--- src/rtl/cpu_step_ctrl_if.sv ---
// Board-side signal bundle for the CPU step controller: slow clock, operator
// controls and halt in; clock-enable, mode and pulse count out.
interface cpu_step_ctrl_if #(
  parameter int COUNT_W = 32
);
  logic               slow_clk_in;
  logic               run_sw;
  logic               step_btn;
  logic               cpu_halted;
  logic               cpu_en;
  logic [1:0]         mode;
  logic [COUNT_W-1:0] instr_count;

  modport master (
    output slow_clk_in, run_sw, step_btn, cpu_halted,
    input  cpu_en, mode, instr_count
  );

  modport slave (
    input  slow_clk_in, run_sw, step_btn, cpu_halted,
    output cpu_en, mode, instr_count
  );
endinterface

--- src/rtl/cpu_step_ctrl.sv ---
// Turns the divided slow clock into one-cycle CPU clock-enable pulses, with
// free-run, debounced single-step and halt modes, and counts issued pulses.
module cpu_step_ctrl #(
  parameter int DEBOUNCE_CYCLES = 16,
  parameter int COUNT_W         = 32
) (
  input  logic           clock_in,
  input  logic           rst_n,
  cpu_step_ctrl_if.slave bus
);

  localparam int DB_W = (DEBOUNCE_CYCLES > 2) ? $clog2(DEBOUNCE_CYCLES) : 1;
  localparam logic [DB_W-1:0] DB_LAST = DB_W'(DEBOUNCE_CYCLES - 1);

  typedef enum logic [1:0] {
    IDLE = 2'b00,
    RUN  = 2'b01,
    STEP = 2'b10,
    HALT = 2'b11
  } state_t;

  // Two-flop synchronisers: bit 0 is the run switch, bit 1 the step button.
  logic [1:0] async_in;
  logic [1:0] sync_s;
  assign async_in = {bus.step_btn, bus.run_sw};

  for (genvar gi = 0; gi < 2; gi++) begin : g_sync
    logic meta_reg;
    logic sync_reg;
    always_ff @(posedge clock_in or negedge rst_n) begin
      if (!rst_n) begin
        meta_reg <= 1'b0;
        sync_reg <= 1'b0;
      end else begin
        meta_reg <= async_in[gi];
        sync_reg <= meta_reg;
      end
    end
    assign sync_s[gi] = sync_reg;
  end

  logic run_s;
  logic btn_s;
  assign run_s = sync_s[0];
  assign btn_s = sync_s[1];

  logic            slow_q_reg;
  logic [DB_W-1:0] db_cnt_reg, db_cnt_next;
  logic            btn_db_reg, btn_db_next;
  logic            btn_db_q_reg;
  state_t          state_reg, state_next;
  logic            cpu_en_reg, cpu_en_next;
  logic [COUNT_W-1:0] count_reg;

  logic tick;
  logic step_req;
  assign tick     = bus.slow_clk_in & ~slow_q_reg;
  assign step_req = btn_db_reg & ~btn_db_q_reg;

  // A new button level must persist for DEBOUNCE_CYCLES samples to be taken.
  always_comb begin
    db_cnt_next = '0;
    btn_db_next = btn_db_reg;
    if (btn_s != btn_db_reg) begin
      if (db_cnt_reg == DB_LAST) begin
        btn_db_next = btn_s;
      end else begin
        db_cnt_next = db_cnt_reg + 1'b1;
      end
    end
  end

  always_comb begin
    state_next  = state_reg;
    cpu_en_next = tick & ((state_reg == RUN) | (state_reg == STEP)) & ~bus.cpu_halted;
    case (state_reg)
      IDLE: begin
        if (bus.cpu_halted)  state_next = HALT;
        else if (run_s)      state_next = RUN;
        else if (step_req)   state_next = STEP;
      end
      RUN: begin
        if (bus.cpu_halted)  state_next = HALT;
        else if (!run_s)     state_next = IDLE;
      end
      // Extra step requests arriving here are simply not looked at.
      STEP: begin
        if (bus.cpu_halted)  state_next = HALT;
        else if (tick)       state_next = IDLE;
      end
      HALT: begin
        if (!bus.cpu_halted) state_next = IDLE;
      end
      default:               state_next = IDLE;
    endcase
  end

  always_ff @(posedge clock_in or negedge rst_n) begin
    if (!rst_n) begin
      slow_q_reg   <= 1'b0;
      db_cnt_reg   <= '0;
      btn_db_reg   <= 1'b0;
      btn_db_q_reg <= 1'b0;
      state_reg    <= IDLE;
      cpu_en_reg   <= 1'b0;
      count_reg    <= '0;
    end else begin
      slow_q_reg   <= bus.slow_clk_in;
      db_cnt_reg   <= db_cnt_next;
      btn_db_reg   <= btn_db_next;
      btn_db_q_reg <= btn_db_reg;
      state_reg    <= state_next;
      cpu_en_reg   <= cpu_en_next;
      // Counted on the edge that raises cpu_en, so the count includes the
      // pulse currently visible; wraps silently.
      count_reg    <= count_reg + COUNT_W'(cpu_en_next);
    end
  end

  assign bus.cpu_en      = cpu_en_reg;
  assign bus.mode        = state_reg;
  assign bus.instr_count = count_reg;

endmodule

--- src/flat_wrapper.sv ---
// flat-port wrapper written by rule: the top's interface ports become plain ports
module cpu_step_ctrl_flat 
#(
  parameter int DEBOUNCE_CYCLES = 16,
  parameter int COUNT_W         = 32
)
  (clock_in, rst_n, bus_slow_clk_in, bus_run_sw, bus_step_btn, bus_cpu_halted, bus_cpu_en, bus_mode, bus_instr_count);
  cpu_step_ctrl_if #(.COUNT_W(COUNT_W)) bus_i ();
  input  logic clock_in;
  input  logic rst_n;
  input wire logic [$bits(bus_i.slow_clk_in)-1:0] bus_slow_clk_in;
  input wire logic [$bits(bus_i.run_sw)-1:0] bus_run_sw;
  input wire logic [$bits(bus_i.step_btn)-1:0] bus_step_btn;
  input wire logic [$bits(bus_i.cpu_halted)-1:0] bus_cpu_halted;
  output wire logic [$bits(bus_i.cpu_en)-1:0] bus_cpu_en;
  output wire logic [$bits(bus_i.mode)-1:0] bus_mode;
  output wire logic [$bits(bus_i.instr_count)-1:0] bus_instr_count;
  assign bus_i.slow_clk_in = bus_slow_clk_in;
  assign bus_i.run_sw = bus_run_sw;
  assign bus_i.step_btn = bus_step_btn;
  assign bus_i.cpu_halted = bus_cpu_halted;
  assign bus_cpu_en = bus_i.cpu_en;
  assign bus_mode = bus_i.mode;
  assign bus_instr_count = bus_i.instr_count;
  cpu_step_ctrl #(.DEBOUNCE_CYCLES(DEBOUNCE_CYCLES), .COUNT_W(COUNT_W)) u_core (.clock_in(clock_in), .rst_n(rst_n), .bus(bus_i));
endmodule
--- config.mk ---
export PLATFORM = sky130hd
export DESIGN_NAME = cpu_step_ctrl_flat
export DESIGN_NICKNAME = d
export VERILOG_FILES = /design/src/rtl/cpu_step_ctrl_if.sv /design/src/rtl/cpu_step_ctrl.sv /design/src/flat_wrapper.sv
export SDC_FILE = /design/constraint.sdc
export NUM_CORES = 1
export LEC_CHECK = 0
export CORE_ASPECT_RATIO = 0.5
export CORE_MARGIN = 2
export CORE_UTILIZATION = 32
export DETAILED_ROUTE_END_ITERATION = 8
export PLACE_DENSITY_LB_ADDON = 0.3
export SYNTH_ARGS = -nofsm -noshare
export SYNTH_HDL_FRONTEND = slang
export SYNTH_SLANG_ARGS = --single-unit
--- constraint.sdc ---
create_clock -name clock_in -period 6.2 [get_ports clock_in]
set_clock_uncertainty 0.2 [all_clocks]
set_input_delay 0.93 -clock clock_in [delete_from_list [all_inputs] [get_ports clock_in]]
set_output_delay 0.93 -clock clock_in [all_outputs]
set_load 0.03 [all_outputs]
==> reports/results.md, run 1 <==
* **core area** 6110 um^2
* **number of filler cells placed in the layout** 603
* **endpoints failing setup** 0
* **total of flip-flops plus latches after synthesis** 46
* **Critical Path End Type** flop
* **Period Utilization, post-route** 55.7%
* **count of H-tree levels built during CTS** 2
* **number of iterations in the first detailed-routing pass** 4
* **WHS Path Cells** 0
* **Worst EP required** 6.21 ns
* **worst slack on hold paths** 0.149 ns
* **Cell Pwr Density** 289 nW/um^2
* **Cells after Synth** 172
* **clock latency reported for the late side of the worst-skew pair** 0.28 ns
* **GR Overflow Total** 0
* **number of standard-cell rows in the floorplan** 20
* **LEAKAGE** 1.17 nW
* **antenna cells** 0
* **Max Fclk** 290 MHz
* **Post-Synthesis Mean Instance Area** 11.9 um^2
* **syn nets** 187
* **slew at the pin closest to its max-slew limit** 1.01 ns
* **fraction of layout cells with a size suffix above 1** 6.39%
* **count of flip-flops with a built-in enable after synthesis** 0
* **largest net degree at the start of global routing** 47
* **status** completed
* **DR WL/cell** 13.0 um
* **sink count of the clock tree** 46
* **post-layout min period** 3.45 ns
* **most common library cell in the layout ignoring fill and taps** sky130_fd_sc_hd__dfrtp_1
* **IO Port Bufs** 40
* **vias in the first global route** 1333
* **TNS Setup** 0 ns
* **Yosys warning total** 0
* **top flip-flop cell by instance count after synthesis** sky130_fd_sc_hd__dfrtp_1
* **total I/O pin count** 41
* **vias** 1413
* **overall die area** 7070 um^2
* **cell chosen for the clock root** sky130_fd_sc_hd__clkbuf_16
* **internal portion of total power** 0.000552 W
* **number of maximum-capacitance violations** 0
* **maximum vdd ir drop** 0.108 mV
* **first-iteration detailed-routing DRC count** 41
* **final count of hold timing violations** 0
* **launch point of the worst reg-to-reg path** u_core.bus.mode[0]$_DFFE_PN0P_
* **distinct cell type count after synthesis** 28
* **initial standard-cell utilization of the core** 33.4%
* **max reg flops** 32
* **count of antenna-violating nets left after detailed routing** 0
* **post-CTS setup buffer count** 0
* **post-synthesis cell area** 2040 um^2
* **Clock transition at path regs** 0.06 ns
* **CTS-repair resized insts** 0
* **cell depth of the worst flop-to-flop path** 8
* **hold buffer count at CTS** 0
* **Total Nets Final** 233
* **count of pins over their slew limit** 0
* **sw power** 0.000224 W
* **antenna violations before repair** 0
* **number of vias per cell after detailed routing** 4.60
* **combinational power share** 20.2%
* **Critical Path Source Type** primary input
* **DP Wirelength** 2.71 mm
* **power share of the sequential group** 45.4%
* **Rel. slew slack** 32.9%
* **TritonCTS buffer count** 5
* **clock tree from TritonCTS** done
* **CP Max Fanout** 6
* **kind of critical path** in2reg
* **drc violations** 0
* **layout-stage area growth over the synthesis result** 31.4%
* **register area share after synthesis** 56.4%
* **gp weighted congestion** 0.820
* **data arrival time of the critical path** 3.46 ns
* **CP Launch Point** bus_cpu_halted
* **Net Sw Frac** 28.9%
* **startpoint of the lowest-slack hold path** u_core.g_sync[1].meta_reg$_DFF_PN0_
* **global-route wire length before repair** 6.43 mm
* **asr flop ratio synth** 100%
* **share of power burned in the clock network** 34.4%
* **overall routing resource usage** 12.1%
* **most frequent cells in the layout** sky130_fd_sc_hd__dfrtp_1 (46), sky130_fd_sc_hd__clkdlybuf4s50_1 (39), sky130_fd_sc_hd__xnor2_1 (26), sky130_fd_sc_hd__nand3_1 (14), sky130_fd_sc_hd__nand2_1 (12)
* **Max Root-Sink Buffers** 2
* **height of the chip** 60.5 um
* **unrepaired setup endpoints after global routing** false
* **class of the worst hold path** reg2reg
* **overall routed net length** 3.99 mm
* **Die Wd** 117 um
==> routing by layer <==
| metal | global-route usage (%) | vias to the layer above | wire length (um) |
|---|---|---|---|
| li1 | - | 688 | - |
| met3 | 3.40 | 6 | 119 |
| met2 | 18.2 | 20 | 1840 |
| met5 | 0 | - | 0 |
| met1 | 16.2 | 699 | 1980 |
| met4 | 6.72 | 0 | 50 |
==> power groups by stage <==
| stage | Clock (W) | Sequential (W) | Combinational [W] |
|---|---|---|---|
| floorplan | 0 | 0.000391 | 0.0000584 |
| global placement | 0 | 0.000356 | 0.000154 |
| detailed placement | 0 | 0.000358 | 0.000159 |
| CTS | 0.000276 | 0.000353 | 0.000159 |
| global route | 0.000288 | 0.000357 | 0.000173 |
| finish | 0.000267 | 0.000352 | 0.000157 |
==> cell families (layout without fill, tap and decap cells) <==
kind of cell / after synthesis / in the layout / share of synthesized area (%)
xor+xnor: 31 / 31 / 13.3
simple gates: 67 / 67 / 19.1
buf+inv: 7 / 54 / 1.65
flops: 46 / 46 / 56.4
mux: 3 / 3 / 1.65
compound gates: 9 / 9 / 2.39
fa+ha+maj: 9 / 9 / 5.51
==> synthesized netlist by cell type (all sizes together), types with 2 or more instances <==
library cell,instances,area share [%]
nor3,3,0.74
nand3,14,3.4
ha,9,5.5
inv,6,1.1
nand4,12,4.4
nand2,12,2.2
xor2,5,2.1
nor4,2,1.3
nor2,9,1.7
xnor2,26,11
o21ai,3,0.74
mux2,3,1.7
a21oi,5,1.2
and4,3,1.3
dfrtp,46,56
and3,5,1.6
==> stage by stage <==
| stage | instances | utilization (%) | setup slack, ns | cell area [um^2] | power, W |
|---|---|---|---|---|---|
| after floorplan | 172 | - | 3.38 | 2040 | 0.000449 |
| after global placement | 299 | 41.5 | 2.44 | 2540 | 0.000511 |
| after detailed placement | 299 | 41.5 | 2.39 | 2540 | 0.000517 |
| after global routing | 307 | 44.0 | 2.36 | 2680 | 0.000817 |
| final | 307 | 44.0 | 2.75 | 2680 | 0.000776 |
| after CTS | 307 | 44.0 | 2.68 | 2680 | 0.000788 |
==> final timing paths <==
kind	endpoint	slack, ns
min reg2reg	u_core.btn_s$_DFF_PN0_	0.15
min in group asynchronous	u_core.bus.instr_count[12]$_DFF_PN0_	0.62
max reg2reg	u_core.bus.instr_count[9]$_DFF_PN0_	3.16
max	u_core.bus.instr_count[9]$_DFF_PN0_	2.75
min	u_core.btn_s$_DFF_PN0_	0.15
max in group asynchronous	u_core.btn_s$_DFF_PN0_	4.56
==> worst max-delay path: stages <==
cell and delay (ns):
sky130_fd_sc_hd__clkdlybuf4s50_1 0.50, sky130_fd_sc_hd__nor4b_1 0.54, sky130_fd_sc_hd__ha_1 0.26, sky130_fd_sc_hd__nand3_1 0.11, sky130_fd_sc_hd__nor3_1 0.68, sky130_fd_sc_hd__and3_2 0.30, sky130_fd_sc_hd__xor2_1 0.14
==> final cells by class <==
cell class	count	area [um^2]	area share, %
sequential	46	1150	42.9
multi-input combinational	119	857	31.9
inverter	6	22.5	0.839
clock buffer	7	143	5.31
tap	88	110	4.10
clock inverter	1	5.00	0.186
timing repair buffer	40	395	14.7
No activity file was read; power rests on OpenSTA's default activity.
==> run 2, diff against run 1 <==
==> constraint.sdc (replaced) <==
create_clock -name clock_in -period 3.6 [get_ports clock_in]
set_clock_uncertainty 0.2 [all_clocks]
set_input_delay 0.54 -clock clock_in [delete_from_list [all_inputs] [get_ports clock_in]]
set_output_delay 0.54 -clock clock_in [all_outputs]
set_load 0.03 [all_outputs]
==> reports/results.md, run 2 (synthesized netlist as in run 1, its figures left out) <==
* **status** completed
* **first-iteration detailed-routing DRC count** 65, +59%
* **number of standard-cell rows in the floorplan** 20, unchanged
* **Max Root-Sink Buffers** 2, unchanged
* **clock latency reported for the late side of the worst-skew pair** 0.28 ns, about the same
* **vias** 1418, +0.35%
* **worst setup slack after layout** 0.637 ns, -2.11 ns
* **slew at the pin closest to its max-slew limit** 1.02 ns, +0.0118 ns
* **most frequent cells in the layout** sky130_fd_sc_hd__dfrtp_1 (46), sky130_fd_sc_hd__clkdlybuf4s50_1 (39), sky130_fd_sc_hd__xnor2_1 (26), sky130_fd_sc_hd__nand3_1 (14), sky130_fd_sc_hd__nand2_1 (12)
* **Register-to-Register Setup Slack** 0.66 ns, -2.50 ns
* **capture instance of the worst register-to-register path** u_core.bus.instr_count[22]$_DFF_PN0_
* **worst stage delay on the critical path** 0.57 ns, -0.11 ns
* **antenna cells** 0, unchanged
* **CP Max Fanout** 7, +1
* **maximum vdd ir drop** 0.194 mV, +80%
* **number of iterations in the first detailed-routing pass** 4, unchanged
* **cell chosen for the clock root** sky130_fd_sc_hd__clkbuf_16
* **most common library cell in the layout ignoring fill and taps** sky130_fd_sc_hd__dfrtp_1
* **initial standard-cell utilization of the core** 33.4%, unchanged
* **post-CTS setup buffer count** 0, unchanged
* **LEAKAGE** 1.19 nW, +1.8%
* **number of vias per cell after detailed routing** 4.59, -0.30%
* **core area** 6110 um^2, unchanged
* **Clock transition at path regs** 0.06 ns, about the same
* **cell with the largest stage delay on the worst path** sky130_fd_sc_hd__nor4b_1
* **final count of hold timing violations** 0, unchanged
* **data arrival time of the critical path** 2.93 ns, -0.53 ns
* **Rel. slew slack** 32.1%, -0.79 points
* **CP Launch Point** bus_cpu_halted
* **TNS Setup** 0 ns, unchanged
* **total I/O pin count** 41, unchanged
* **antenna violations before repair** 0, unchanged
* **CTS-repair resized insts** 0, unchanged
* **Critical Path Source Type** primary input
* **TritonCTS buffer count** 5, unchanged
* **unrepaired setup endpoints after global routing** false
* **largest net degree at the start of global routing** 47, unchanged
* **vias in the first global route** 1382, +3.7%
* **count of H-tree levels built during CTS** 2, unchanged
* **delay-heaviest family, CP** simple AND/OR/NAND/NOR gates
* **most used cell along the critical path** sky130_fd_sc_hd__ha_1
* **gp weighted congestion** 0.777, -5.3%
* **Worst EP required** 3.56 ns, -2.65 ns
* **Die Wd** 117 um, unchanged
* **count of antenna-violating nets left after detailed routing** 0, unchanged
* **number of maximum-capacitance violations** 0, unchanged
* **sink count of the clock tree** 46, unchanged
* **Critical Path End Type** flop
* **Total Nets Final** 235, +0.86%
* **clock tree from TritonCTS** done
* **pre-CTS WS** 0.326 ns, -2.06 ns
* **overall die area** 7070 um^2, unchanged
* **Max Fclk** 338 MHz
* **Sequential cell area** 1150 um^2, unchanged
* **Cell Pwr Density** 513 nW/um^2, +77%
* **endpoint of the most critical setup path** u_core.bus.instr_count[22]$_DFF_PN0_
* **launch point of the worst reg-to-reg path** u_core.bus.mode[0]$_DFFE_PN0P_
* **overall routing resource usage** 12.4%, +0.29 points
* **count of pins over their slew limit** 0, unchanged
* **IO Port Bufs** 40, unchanged
* **cells along the critical path** clkdlybuf4s50_1, nor4b_1, ha_1, ha_1, nand2_1, nor2_1, nand4_1, xnor2_1
* **post-layout min period** 2.96 ns
* **height of the chip** 60.5 um, unchanged
* **Period Utilization, post-route** 82.3%
* **combined buffer and inverter count along the critical path** 1, unchanged
* **global-route wire length before repair** 6.78 mm, +5.5%
* **class of the worst hold path** reg2reg
* **layout-stage area growth over the synthesis result** 33.2%
* **max reg flops** 32, unchanged
* **instance count on the critical path** 8, +1
* **DR WL/cell** 12.8 um, -1.2%
* **drc violations** 0, unchanged
* **endpoints failing setup** 0, unchanged
* **cell depth of the worst flop-to-flop path** 9, +1
* **area used by multi-input combinational logic** 857 um^2, unchanged
* **kind of critical path** in2reg
* **number of filler cells placed in the layout** 581, -3.6%
* **GR Overflow Total** 0, unchanged
* **DP Wirelength** 2.82 mm, +4.0%
* **hold buffer count at CTS** 0, unchanged
* **overall routed net length** 3.96 mm, -0.58%
* **fraction of layout cells with a size suffix above 1** 7.69%, +1.3 points
==> run 2: cell count changes in the layout (fill, tap and decap cells not counted) <==
cell | before | now
sky130_fd_sc_hd__buf_4 | 0 | 2
sky130_fd_sc_hd__inv_6 | 0 | 1
sky130_fd_sc_hd__bufinv_16 | 0 | 1
sky130_fd_sc_hd__clkbuf_8 | 1 | 0
sky130_fd_sc_hd__clkbuf_1 | 1 | 0
==> run 2: layout make-up <==
type	count	area share, %
repair buffers	42	15.1
clock buffers	5	4.60
inverters	6	0.828
well taps	88	4.05
flip-flops and latches	46	42.3
clock inverters	3	1.61
multi-input cells	119	31.5
==> run 2: layer usage <==
layer / part of all wire [%] / GRT usage [%] / vias to the layer above
li1: - / - / 699
met1: 49 / 17.3 / 703
met2: 48 / 20.1 / 16
met3: 3.1 / 3.30 / 0
met4: 0 / 2.52 / 0
met5: 0 / 0 / -
==> run 2: stage by stage <==
stage                     power (W)  util, %  hold WS (ns)  area, um^2  instances
after floorplan            0.000774        -        0.0444        2040        172
after global placement     0.000880     41.8         0.135        2550        301
after detailed placement   0.000891     41.8         0.136        2550        301
after CTS                   0.00142     44.5         0.152        2720        309
after global routing        0.00147     44.5         0.152        2720        309
final                       0.00139     44.5         0.148        2720        309
==> run 2: how the worst min path moves through the flow <==
stage	start	endpoint	slack [ns]	cells past startpoint
after global routing	u_core.g_sync[1].meta_reg$_DFF_PN0_	u_core.btn_s$_DFF_PN0_	0.15	0
final	u_core.g_sync[1].meta_reg$_DFF_PN0_	u_core.btn_s$_DFF_PN0_	0.15	0
after global placement	u_core.g_sync[1].meta_reg$_DFF_PN0_	u_core.btn_s$_DFF_PN0_	0.14	0
after detailed placement	u_core.g_sync[1].meta_reg$_DFF_PN0_	u_core.btn_s$_DFF_PN0_	0.14	0
after floorplan	rst_n	u_core.btn_db_q_reg$_DFF_PN0_	0.04	0
after CTS	u_core.g_sync[1].meta_reg$_DFF_PN0_	u_core.btn_s$_DFF_PN0_	0.15	0
==> run 2: power breakdown <==
part,switching (W),internal [W]
clock,0.000187,0.000328
sequential,0.0000501,0.000557
combinational,0.000153,0.000119
total,0.000390,0.00100
==> run 3, diff against run 2 <==
==> constraint.sdc (replaced) <==
create_clock -name clock_in -period 2.96 [get_ports clock_in]
set_clock_uncertainty 0.2 [all_clocks]
set_input_delay 0.444 -clock clock_in [delete_from_list [all_inputs] [get_ports clock_in]]
set_output_delay 0.444 -clock clock_in [all_outputs]
set_load 0.03 [all_outputs]
==> reports/results.md, run 3 (synthesized netlist as in run 1, its figures left out) <==
* **layout-stage area growth over the synthesis result** 34.5%
* **clock latency reported for the late side of the worst-skew pair** 0.28 ns, about the same
* **GR Overflow Total** 0, unchanged
* **largest net degree at the start of global routing** 47, unchanged
* **slew at the pin closest to its max-slew limit** 0.986 ns, -0.0314 ns
* **max reg flops** 32, unchanged
* **fraction of layout cells with a size suffix above 1** 9.33%, +1.6 points
* **Worst EP required** 2.93 ns, -0.63 ns
* **met1 usage** 15.3%, -2.0 points
* **antenna violations before repair** 0, unchanged
* **Critical Path End Type** flop
* **overall routing resource usage** 12.1%, -0.29 points
* **TNS Setup** 0 ns, unchanged
* **sink count of the clock tree** 46, unchanged
* **initial standard-cell utilization of the core** 33.4%, unchanged
* **LEAKAGE** 1.21 nW, +1.8%
* **kind of critical path** reg2reg
* **data arrival time of the critical path** 2.69 ns, -0.24 ns
* **worst stage delay on the critical path** 0.42 ns, -0.15 ns
* **Register-to-Register Setup Slack** 0.23 ns, -0.43 ns
* **Rel. slew slack** 34.2%, +2.1 points
* **height of the chip** 60.5 um, unchanged
* **count of H-tree levels built during CTS** 2, unchanged
* **most common library cell in the layout ignoring fill and taps** sky130_fd_sc_hd__dfrtp_1
* **status** completed
* **DR WL/cell** 12.7 um, -1.3%
* **Final Non-Filler Cells** 313, +1.3%
* **most used cell along the critical path** sky130_fd_sc_hd__ha_1
* **Clock transition at path regs** 0.06 ns, about the same
* **Period Utilization, post-route** 92.1%
* **hold buffer count at CTS** 0, unchanged
* **cell with the largest stage delay on the worst path** sky130_fd_sc_hd__dfrtp_1
* **final count of hold timing violations** 0, unchanged
* **CP Max Fanout** 5, -2
* **class of the worst hold path** in2async
* **number of standard-cell rows in the floorplan** 20, unchanged
* **cells along the critical path** inv_1, ha_1, nor4b_1, buf_4, ha_1, ha_1, nand2_1, nor4_1, buf_4, nand4_1, xnor2_1
* **grt peak-use layer** met2
* **Max Root-Sink Buffers** 2, unchanged
* **number of vias per cell after detailed routing** 4.56, -0.58%
* **DP Wirelength** 2.83 mm, +0.27%
* **launch point of the worst reg-to-reg path** u_core.bus.mode[0]$_DFFE_PN0P_
* **number of placed instances with taps included** 305, +1.3%
* **total I/O pin count** 41, unchanged
* **post-place instance area** 2580 um^2, +1.2%
* **IO Port Bufs** 40, unchanged
* **clock tree from TritonCTS** done
* **TritonCTS buffer count** 5, unchanged
* **cell depth of the worst flop-to-flop path** 11, +2
* **post-layout min period** 2.73 ns
* **number of iterations in the first detailed-routing pass** 4, unchanged
* **overall die area** 7070 um^2, unchanged
* **vias** 1428, +0.71%
* **Total Nets Final** 239, +1.7%
* **global-route track usage on met2** 20.7%, +0.66 points
* **vias in the first global route** 1445, +4.6%
* **core area** 6110 um^2, unchanged
* **number of filler cells placed in the layout** 595, +2.4%
* **Cell Pwr Density** 615 nW/um^2, +20%
* **antenna cells** 0, unchanged
* **cell chosen for the clock root** sky130_fd_sc_hd__clkbuf_16
* **drc violations** 0, unchanged
* **grt met3 use** 3.10%, -0.20 points
* **CP Launch Point** u_core.bus.mode[0]$_DFFE_PN0P_
* **most frequent cells in the layout** sky130_fd_sc_hd__dfrtp_1 (46), sky130_fd_sc_hd__clkdlybuf4s50_1 (39), sky130_fd_sc_hd__xnor2_1 (26), sky130_fd_sc_hd__nand3_1 (14), sky130_fd_sc_hd__nand2_1 (12)
* **number of maximum-capacitance violations** 0, unchanged
* **maximum vdd ir drop** 0.235 mV, +21%
* **unrepaired setup endpoints after global routing** false
* **Max Fclk** 367 MHz
* **final std cell area, no fill** 2750 um^2, +0.97%
* **endpoints failing setup** 0, unchanged
* **post-CTS setup buffer count** 0, unchanged
* **CTS-repair resized insts** 0, unchanged
* **Die Wd** 117 um, unchanged
* **gp weighted congestion** 0.797, +2.6%
* **Critical Path Source Type** flop
* **capture instance of the worst register-to-register path** u_core.bus.instr_count[18]$_DFF_PN0_
* **first-iteration detailed-routing DRC count** 68, +4.6%
* **count of pins over their slew limit** 0, unchanged
* **global-route wire length before repair** 6.54 mm, -3.6%
* **overall routed net length** 3.96 mm, about the same
* **count of antenna-violating nets left after detailed routing** 0, unchanged
run 3: cell count changes in the layout (fill, tap and decap cells not counted):
| cell | change |
|---|---|
| sky130_fd_sc_hd__clkinv_2 | +1 |
| sky130_fd_sc_hd__buf_4 | +4 |
| sky130_fd_sc_hd__inv_6 | -1 |
run 3: worst max-delay path by stage:
stage	endpoint	slack [ns]
2_1_floorplan	u_core.bus.instr_count[18]$_DFF_PN0_	0.16
3_3_place_gp	u_core.bus.instr_count[18]$_DFF_PN0_	0.08
3_5_place_dp	u_core.bus.instr_count[18]$_DFF_PN0_	0.06
4_1_cts	u_core.bus.instr_count[18]$_DFF_PN0_	0.22
5_1_grt	u_core.bus.instr_count[18]$_DFF_PN0_	0.04
6_report	u_core.bus.instr_count[18]$_DFF_PN0_	0.23
run 3: cell type report:
| cell class | count | area [um^2] | area share, % |
|---|---|---|---|
| Sequential cell | 46 | 1150 | 41.9 |
| Clock inverter | 3 | 40.0 | 1.46 |
| Multi-Input combinational cell | 119 | 857 | 31.2 |
| Tap cell | 88 | 110 | 4.01 |
| Inverter | 6 | 22.5 | 0.820 |
| Clock buffer | 5 | 125 | 4.56 |
| Timing Repair Buffer | 46 | 440 | 16.0 |
run 3: where the power goes:
part / leakage, nW / total, W / switching, W / internal [W]
registers: 0.620 / 0.000734 / 0.0000566 / 0.000678
logic: 0.508 / 0.000340 / 0.000191 / 0.000149
clock network: 0.0836 / 0.000616 / 0.000222 / 0.000395
run 3: per-layer routing:
| layer | wire (um) | up-vias | share of wire, % |
|---|---|---|---|
| met1 | 1750 | 702 | 44 |
| met2 | 2010 | 26 | 51 |
| met5 | 0 | - | 0 |
| met4 | 27 | 0 | 0.68 |
| met3 | 173 | 3 | 4.4 |
| li1 | - | 697 | - |
run 3: critical path: cells and delay by family, from the launching register on:
kind,cells,cell delay (ns)
flops,1,0.42
buf+inv,3,0.46
xor+xnor,1,0.14
simple gates,4,0.67
fa+ha+maj,3,0.70
run 3: stage by stage:
| step | hold slack (ns) | power [W] | setup slack [ns] | utilization [%] |
|---|---|---|---|---|
| 6_report | 0.123 | 0.00169 | 0.234 | 45.0 |
| 3_3_place_gp | 0.137 | 0.00107 | 0.0766 | 42.3 |
| 5_1_grt | 0.159 | 0.00178 | 0.0377 | 45.0 |
| 3_5_place_dp | 0.143 | 0.00109 | 0.0627 | 42.3 |
| 2_1_floorplan | -0.0516 | 0.000941 | 0.155 | - |
| 4_1_cts | 0.156 | 0.00172 | 0.219 | 45.0 |
